[src/rtl/ifm_skew_feeder.sv]
// rtl/ifm_skew_feeder.sv - holds each ifm vector for MAC_CYC cycles and skews row h by h cycles
// toward the PE array border, generating the per-row en/clr/done controls alongside the operand.
module ifm_skew_feeder #(
   parameter int HEIGHT  = 12,
   parameter int IWIDTH  = 8,
   parameter int MAC_CYC = 8
) (
   input  logic                     clk,
   input  logic                     rst,
   input  logic                     in_valid,
   output logic                     in_ready,
   input  logic signed [IWIDTH-1:0] in_ifm [HEIGHT],
   input  logic                     in_last,
   output logic [HEIGHT-1:0]        en_i,
   output logic [HEIGHT-1:0]        clr_i,
   output logic [HEIGHT-1:0]        mac_done,
   output logic signed [IWIDTH-1:0] ifm [HEIGHT],
   output logic                     busy
);

   localparam int CW = (MAC_CYC > 1) ? $clog2(MAC_CYC) : 1;
   localparam logic [CW-1:0] LAST_CNT = CW'(MAC_CYC - 1);

   typedef enum logic {S_IDLE, S_HOLD} state_t;

   state_t                  r_state, w_state_nxt;
   logic [CW-1:0]           r_cnt, w_cnt_nxt;
   logic                    r_first, w_first_nxt;
   logic                    r_lastf;
   logic signed [IWIDTH-1:0] r_hold [HEIGHT];
   logic                    w_load;
   logic                    w_accept;
   logic                    w_cnt_last;
   logic                    w_s_en, w_s_clr, w_s_done;
   logic [HEIGHT-1:0]       w_row_busy;

   assign w_cnt_last = (r_cnt == LAST_CNT);
   // Ready at the last hold cycle too, so consecutive vectors leave no bubble.
   assign in_ready   = !rst && ((r_state == S_IDLE) || ((r_state == S_HOLD) && w_cnt_last));
   assign w_accept   = in_valid & in_ready;

   assign w_s_en   = (r_state == S_HOLD);
   assign w_s_clr  = w_s_en & (r_cnt == '0) & r_first;
   assign w_s_done = w_s_en & w_cnt_last & r_lastf;

   always_ff @(posedge clk) begin
      if (rst) begin
         r_state <= S_IDLE;
         r_cnt   <= '0;
         r_first <= 1'b1;
         r_lastf <= 1'b0;
         for (int h = 0; h < HEIGHT; h++) r_hold[h] <= '0;
      end else begin
         r_state <= w_state_nxt;
         r_cnt   <= w_cnt_nxt;
         r_first <= w_first_nxt;
         if (w_load) begin
            r_lastf <= in_last;
            r_hold  <= in_ifm;
         end
      end
   end

   always_comb begin
      w_state_nxt = r_state;
      w_cnt_nxt   = r_cnt;
      w_first_nxt = r_first;
      w_load      = 1'b0;
      case (r_state)
         S_IDLE: begin
            if (w_accept) begin
               w_state_nxt = S_HOLD;
               w_cnt_nxt   = '0;
               w_load      = 1'b1;
            end
         end
         S_HOLD: begin
            if (w_cnt_last) begin
               // first tracks accumulation boundaries, surviving idle gaps.
               w_first_nxt = r_lastf;
               w_cnt_nxt   = '0;
               if (w_accept) begin
                  w_state_nxt = S_HOLD;
                  w_load      = 1'b1;
               end else begin
                  w_state_nxt = S_IDLE;
               end
            end else begin
               w_cnt_nxt = r_cnt + 1'b1;
            end
         end
         default: w_state_nxt = S_IDLE;
      endcase
   end

   for (genvar h = 0; h < HEIGHT; h++) begin : g_row
      localparam int D = h + 1;
      logic [D-1:0]             r_en, r_clr, r_done;
      logic signed [IWIDTH-1:0] r_dat [D];

      always_ff @(posedge clk) begin
         if (rst) begin
            r_en   <= '0;
            r_clr  <= '0;
            r_done <= '0;
            for (int s = 0; s < D; s++) r_dat[s] <= '0;
         end else begin
            r_en[0]   <= w_s_en;
            r_clr[0]  <= w_s_clr;
            r_done[0] <= w_s_done;
            r_dat[0]  <= w_s_en ? r_hold[h] : '0;
            for (int s = 1; s < D; s++) begin
               r_en[s]   <= r_en[s-1];
               r_clr[s]  <= r_clr[s-1];
               r_done[s] <= r_done[s-1];
               r_dat[s]  <= r_dat[s-1];
            end
         end
      end

      assign en_i[h]       = r_en[D-1];
      assign clr_i[h]      = r_clr[D-1];
      assign mac_done[h]   = r_done[D-1];
      assign ifm[h]        = r_dat[D-1];
      assign w_row_busy[h] = |r_en;
   end

   assign busy = (r_state == S_HOLD) | (|w_row_busy);

endmodule

[config.mk]
export PLATFORM = sky130hd
export DESIGN_NAME = ifm_skew_feeder
export DESIGN_NICKNAME = d
export VERILOG_FILES = /design/src/rtl/ifm_skew_feeder.sv
export SDC_FILE = /design/constraint.sdc
export NUM_CORES = 1
export LEC_CHECK = 0
export ABC_AREA = 1
export CORE_UTILIZATION = 40
export CTS_CLUSTER_SIZE = 10
export DETAILED_ROUTE_END_ITERATION = 12
export PLACE_DENSITY = 0.66
export SYNTH_ARGS = -nofsm -noshare
export SYNTH_HDL_FRONTEND = slang
export SYNTH_SLANG_ARGS = --single-unit
[constraint.sdc]
create_clock -name clk -period 2.25 [get_ports clk]
set_clock_uncertainty 0.1 [all_clocks]
set_input_delay 0.45 -clock clk [delete_from_list [all_inputs] [get_ports clk]]
set_output_delay 0.45 -clock clk [all_outputs]
set_load 0.1 [all_outputs]
### Word-level counts from Yosys, hierarchy flattened

Memory sizes are Yosys's and may differ from the RTL's.
Cells that the tools add are included.

| storage, ports and cells | value |
|---|---|
| word-level logic and storage cells | 261 |
| memories kept | 12 |
| bits in writable memories | 624 |
| flip-flop bits (word level) | 336 |
| input bits | 100 |
| output and inout port bits | 134 |

| operators by class | value |
|---|---|
| multiplexer cells | 102 |
| add/sub/neg operators | 1 |
| reduce and logical (&&, ||, !) cells | 8 |
| bitwise logic cells | 84 |
| equal/unequal tests | 2 |

Memories:

| name | depth | width | read ports | clocked after Yosys merged registers in | wr ports | line | RTL |
|---|---|---|---|---|---|---|---|
| g_row[11].r_dat | 12 | 8 | 12 | 0 | 12 | 99 | `logic signed [IWIDTH-1:0] r_dat [D];` |
| g_row[10].r_dat | 11 | 8 | 11 | 0 | 11 | 99 |  |
| g_row[9].r_dat | 10 | 8 | 10 | 0 | 10 | 99 |  |
| g_row[8].r_dat | 9 | 8 | 9 | 0 | 9 | 99 |  |
| g_row[7].r_dat | 8 | 8 | 8 | 0 | 8 | 99 |  |
| g_row[6].r_dat | 7 | 8 | 7 | 0 | 7 | 99 |  |
| +6 memories | -- | -- | -- | -- | -- | -- |  |

Operator list:

| kind | count |
|---|---|
| 8-bit two-way mux | 90 |
| 1-bit OR | 78 |
| 78-bit OR reduction | 1 |
| 8-bit OR reduction | 1 |
| 1-bit two-way mux | 7 |
| 3-bit two-way mux | 2 |
| 3-bit one-hot mux with 2 select lines | 1 |
| 1-bit bitwise AND | 5 |
| 1-bit one-hot mux with 2 select lines | 2 |
| 3-bit by 1-bit adder with 3-bit output (second input constant) | 1 |
| 3-bit == test (second input constant) | 1 |
| 3-bit logical NOT | 1 |
| 1-bit logical AND | 2 |
| 2-bit inequality test (second input constant) | 1 |
| 2-bit AND reduction | 1 |
| 1-bit logical NOT | 1 |
| 1-bit logical OR | 1 |
| 1-bit NOT | 1 |

### Depth between registers and ports, before layout

| logic depth | value |
|---|---|
| depth after elaboration | 8 |
| gate-level depth with buffers | 10 |
| gate-level depth less buffers | 8 |

### Worst setup path before layout

No wires, ideal clock.

| timing | value |
|---|---|
| kind | input to output |
| start point | in rst |
| end point | out in_ready |
| arrival time | 2.183 ns |
| stages on the path | 4 |
| data required time | 1.700 ns |
| buffers on the path | 3 |
| path slack | -0.483 ns |
| path through | buf_2 buf_2 buf_2 nor2_1 |

| on the way | value |
|---|---|
| cells in the longest elaborated chain, start to end | 2 |

Ends and longest elaborated chain:

| item | line | RTL |
|---|---|---|
| from (decl) | 9 | `input logic rst,` |
| 1-bit logical NOT | 39 | `assign in_ready = !rst && ((r_state == S_IDLE) \|\| ((r_state == S_HOLD) && w_cnt_last));` |
| 1-bit logical AND | 39 |  |
| to (decl) | 11 | `output logic in_ready,` |

No other way between the ends.

### Worst setup path in the final report

| timing | value |
|---|---|
| start point | reg r_cnt[0] |
| end point | out in_ready |

| on the way | value |
|---|---|
| cells in the longest elaborated chain, start to end | 4 |

Ends and longest elaborated chain:

| item | line | RTL |
|---|---|---|
| from (decl) | 27 | `logic [CW-1:0] r_cnt, w_cnt_nxt;` |
| from (signal assigned) | 55 | `r_cnt <= w_cnt_nxt;` |
| 3-bit == test | 37 | `assign w_cnt_last = (r_cnt == LAST_CNT);` |
| 1-bit logical AND | 39 |  |
| 1-bit logical OR | 39 |  |
| 1-bit logical AND | 39 |  |

No other way between the ends.

==> metrics.md <==
| Metric | Value |
|---|---|
| Worst Path Arrival | 1.71 ns |
| Vias in the first global route | about 14000 |
| Max FO, Critical Path | 2 |
| Post-placement cell count | between 3000 and 4000 |
| Status | complete, but fails checks |
| CP Capture Type | output pin |
| Layout Cells excl Fill | 3486 |
| Fin area | 0.0273 mm² |
| DIE WIDTH | 239 µm |
| Core area | approximately 0.055 mm² |
| Biggest area contributors in the synthesized netlist | dfxtp_1 (68%), nor2_1 (11%), inv_1 (10%) |
| Yosys cell types | 19 |
| Largest net degree at the start of global routing | 81 |
| Final hold violations | 0 |
| Final Max Tran Viols | 0 |
| Logic pwr share | 3.4% |
| Netlist Area Pre-Place | 0.0225 mm² |
| IO buf count | between 200 and 250 |
| Worst Hold Class | primary input to flip-flop |
| CP peak stage delay | 0.35 ns |
| Tot GR Track Use | 13.5% |
| # rows | 86 |
| Worst-margin pin slew | 0.575 ns |
| Detailed Route Iter0 Violations | roughly 540 |
| Initial Utilization | about two fifths |
| Die area | 0.0573 mm² |
| Area of the multi-input gates | ~0.0039 mm² |
| Seq. cell area | roughly 0.015 mm² |
| Die H | 239 µm |
| Via count | 13862 |
| Post-DR wirelength/cell | between 10 and 15 µm |
| Cells after synthesis | 2531 |
| Setup ws final | -0.00546 ns |
| RSZ-0062 raised after global routing | yes |
| Max H-tree Level | 3 |
| Seq/Total Area, Yosys | 67.7% |
| Net Sw Frac | between 20% and 30% |
| Synth warn | 0 |
| Syn_nets | 2634 |
| # setup viols final | 1 |
| NetSw | 5.55 mW |
| First-pass GRT wire length | 63.4 mm |
| Initial antenna violation count | 4 |
| Share of cells above drive strength 1 | 10.6% |
| Slew margin rel. | 61.6% |
| Mean Syn Cell Area | 8.90 µm² |
| Failing checks | negative setup slack |
| Buf/Inv on CP | 3 |
| Root Buffer | clkbuf_16 |
| Via density | 3.98 |
| Grt ovf | 0 |
| Leakage power | 11.1 nW |
| Worst skew pair latency | a little over 0.6 ns |
| Fmax | 443 MHz |
| Maxcap violations | 0 |
| DRT Wirelength | 37.8 mm |
| Longest Clk Path Bufs | 3 |
| CP required | 1.70 ns |
| Clock share of power | 45.0% |
| Part of the power in registers | 51.5% |
| WHS | 0.184 ns |
| Crit-path leading delay family | flip-flops |
| Slowest cell on the critical path | dfxtp_2 |
| Pint | 21.2 mW |
| Fillers | 5094 |
| Sink Count | 762 |
| Setup_tns | -0.00546 ns |
| Dpl cell area | 0.0248 mm² |
| Post-DRT Antenna Nets | 0 |
| Final #Nets | 2824 |
| Flops & latches, synth | 762 |
| CTS tree | done |
| Num CTS Buffers | 87 |
| Crit Path Class | flip-flop to output pin |
| GPL Wtd Cong | 0.783 |
| Final Cycle Share | 100% |
| Worst setup SP type | flip-flop |
| Share of the synthesized area in the top cell type | 67.7% |
| Drt drc | 0 |
| Post-synth top area cell | dfxtp_1 |
| Clock transition at path regs | 0.05 ns |
| Critical Path, Cell by Cell | ha_4, ha_4, inv_2, nand2_2, inv_2, nor2_4, buf_12 |
| HPWL Detailed | about 24 mm |
| Area Growth Syn to Fin | 21.3% |
| Pre-CTS setup slack | between 0.3 and 0.4 ns |
| Min cycle time layout | 2.26 ns |
| Drt first pass iters | 6 |
| PD cells | 979 mW/mm² |
| VDD IR-drop max | between 600 and 700 µV |
| I/O Pins | around 230 |
## layout by cell type, fill, tap and decap left out, types with 2 or more instances in the layout
| master | count |
|---|---|
| inv_1 | 622 |
| clkbuf_16 | 89 |
| buf_12 | 15 |
| nand3_1 | 60 |
| o21ai_1 | 31 |
| inv_6 | 4 |
| nor3_1 | 2 |
| o21ai_2 | 10 |
| nor2_1 | 660 |
| buf_8 | 2 |
| buf_4 | 148 |
| clkdlybuf4s50_1 | 98 |
| nand2_2 | 3 |
| dfxtp_1 | 760 |
| ha_4 | 2 |
| clkbuf_1 | 7 |
| clkbuf_8 | 2 |
| a21oi_1 | 2 |
| nand4_1 | 2 |
| clkinv_8 | 2 |
| nand2_1 | 202 |
| inv_2 | 2 |
## timing repair
item / 4_1_cts / 5_1_grt
endpoints found under the setup margin: 2 / 44
resized for setup: 10 / 6
gates cloned: 0 / 1
setup buffers: 8 / 3
pin swaps: 2 / 2
hold buffers: 0 / 0
endpoints found under the hold margin: 0 / 0
## power by group through the flow
stage               sequential (mW)  combinational, mW  clock (mW)
finish                         13.8              0.919        12.0
global route                   13.8               1.01        13.1
CTS                            13.8              0.914        12.5
detailed placement             14.1              0.895           0
global placement               14.1              0.877           0
floorplan                      14.1              0.526           0
## routing by layer
layer  share of wire, %  wire, µm  vias to the layer above  global-route usage (%)
met5               0.11        43                        -                       0
li1                   -         -                     7366                       -
met2                 44     16700                      315                    21.1
met1                 44     16600                     6089                    16.1
met3                8.7      3290                       86                    5.55
met4                2.8      1050                        6                    6.12
## worst min-delay path: stages
cell	delay (ns)
buf_8	0.13
inv_4	0.15
nand3_1	0.11
## worst paths after layout
kind	startpoint	to	slack [ns]	depth (start not counted)
max reg2reg	r_cnt[1]	r_hold[82]	0.09	14
min	rst	r_first	0.18	3
max	r_cnt[0]	in_ready	-0.005	7
min reg2reg	g_row[9].r_dat[0][26]	g_row[9].r_dat[0][34]	0.29	2
## sequential cells by signal (all words and copies together) (netlist names)
register and count:
r_first 1, g_row.r_clr 12, r_hold 96, r_cnt 3, g_row.r_done 12, r_lastf 1
r_state 1, g_row.r_dat 624, g_row.r_en 12
## cell families (layout without fill, tap and decap cells)
group | after synthesis | in the layout | synth area share, %
AOI/OAI and AO/OA | 44 | 44 | 1.14
and+or+nand+nor | 932 | 932 | 16.0
adders and majority gates | 3 | 3 | 0.167
buffers and inverters | 790 | 996 | 15.0
DFF | 762 | 762 | 67.7
other | 0 | 1 | 0
## cell type report
class                           count  share of cell area, %
Clock inverter                      8                  0.453
Tap cell                          748                   3.42
Antenna cell                        1                0.00916
Timing Repair Buffer              265                   9.00
Clock buffer                       97                   8.25
Multi-Input combinational cell    979                   14.4
Sequential cell                   762                   55.8
Inverter                          626                   8.63
## stage by stage
| stage | total power, mW | utilization [%] |
|---|---|---|
| 6_report | 26.7 | 49.3 |
| 5_1_grt | 27.9 | 49.3 |
| 4_1_cts | 27.2 | 49.2 |
| 3_5_place_dp | 15.0 | 44.7 |
| 3_3_place_gp | 14.9 | 44.7 |
| 2_1_floorplan | 14.6 | - |
## synthesized netlist by cell type
master,number
inv_1,624
o21ai_1,30
o21ai_0,2
ha_1,3
inv_2,2
buf_2,67
nand2_1,204
a21oi_1,2
nand3_4,1
clkbuf_1,15
nand4_1,2
dfxtp_1,762
nor2_1,661
nand3_1,60
nand2_2,1
buf_6,6
buf_4,76
nor3_1,3
o21ai_2,10
Power figures use the tool's default switching activity.
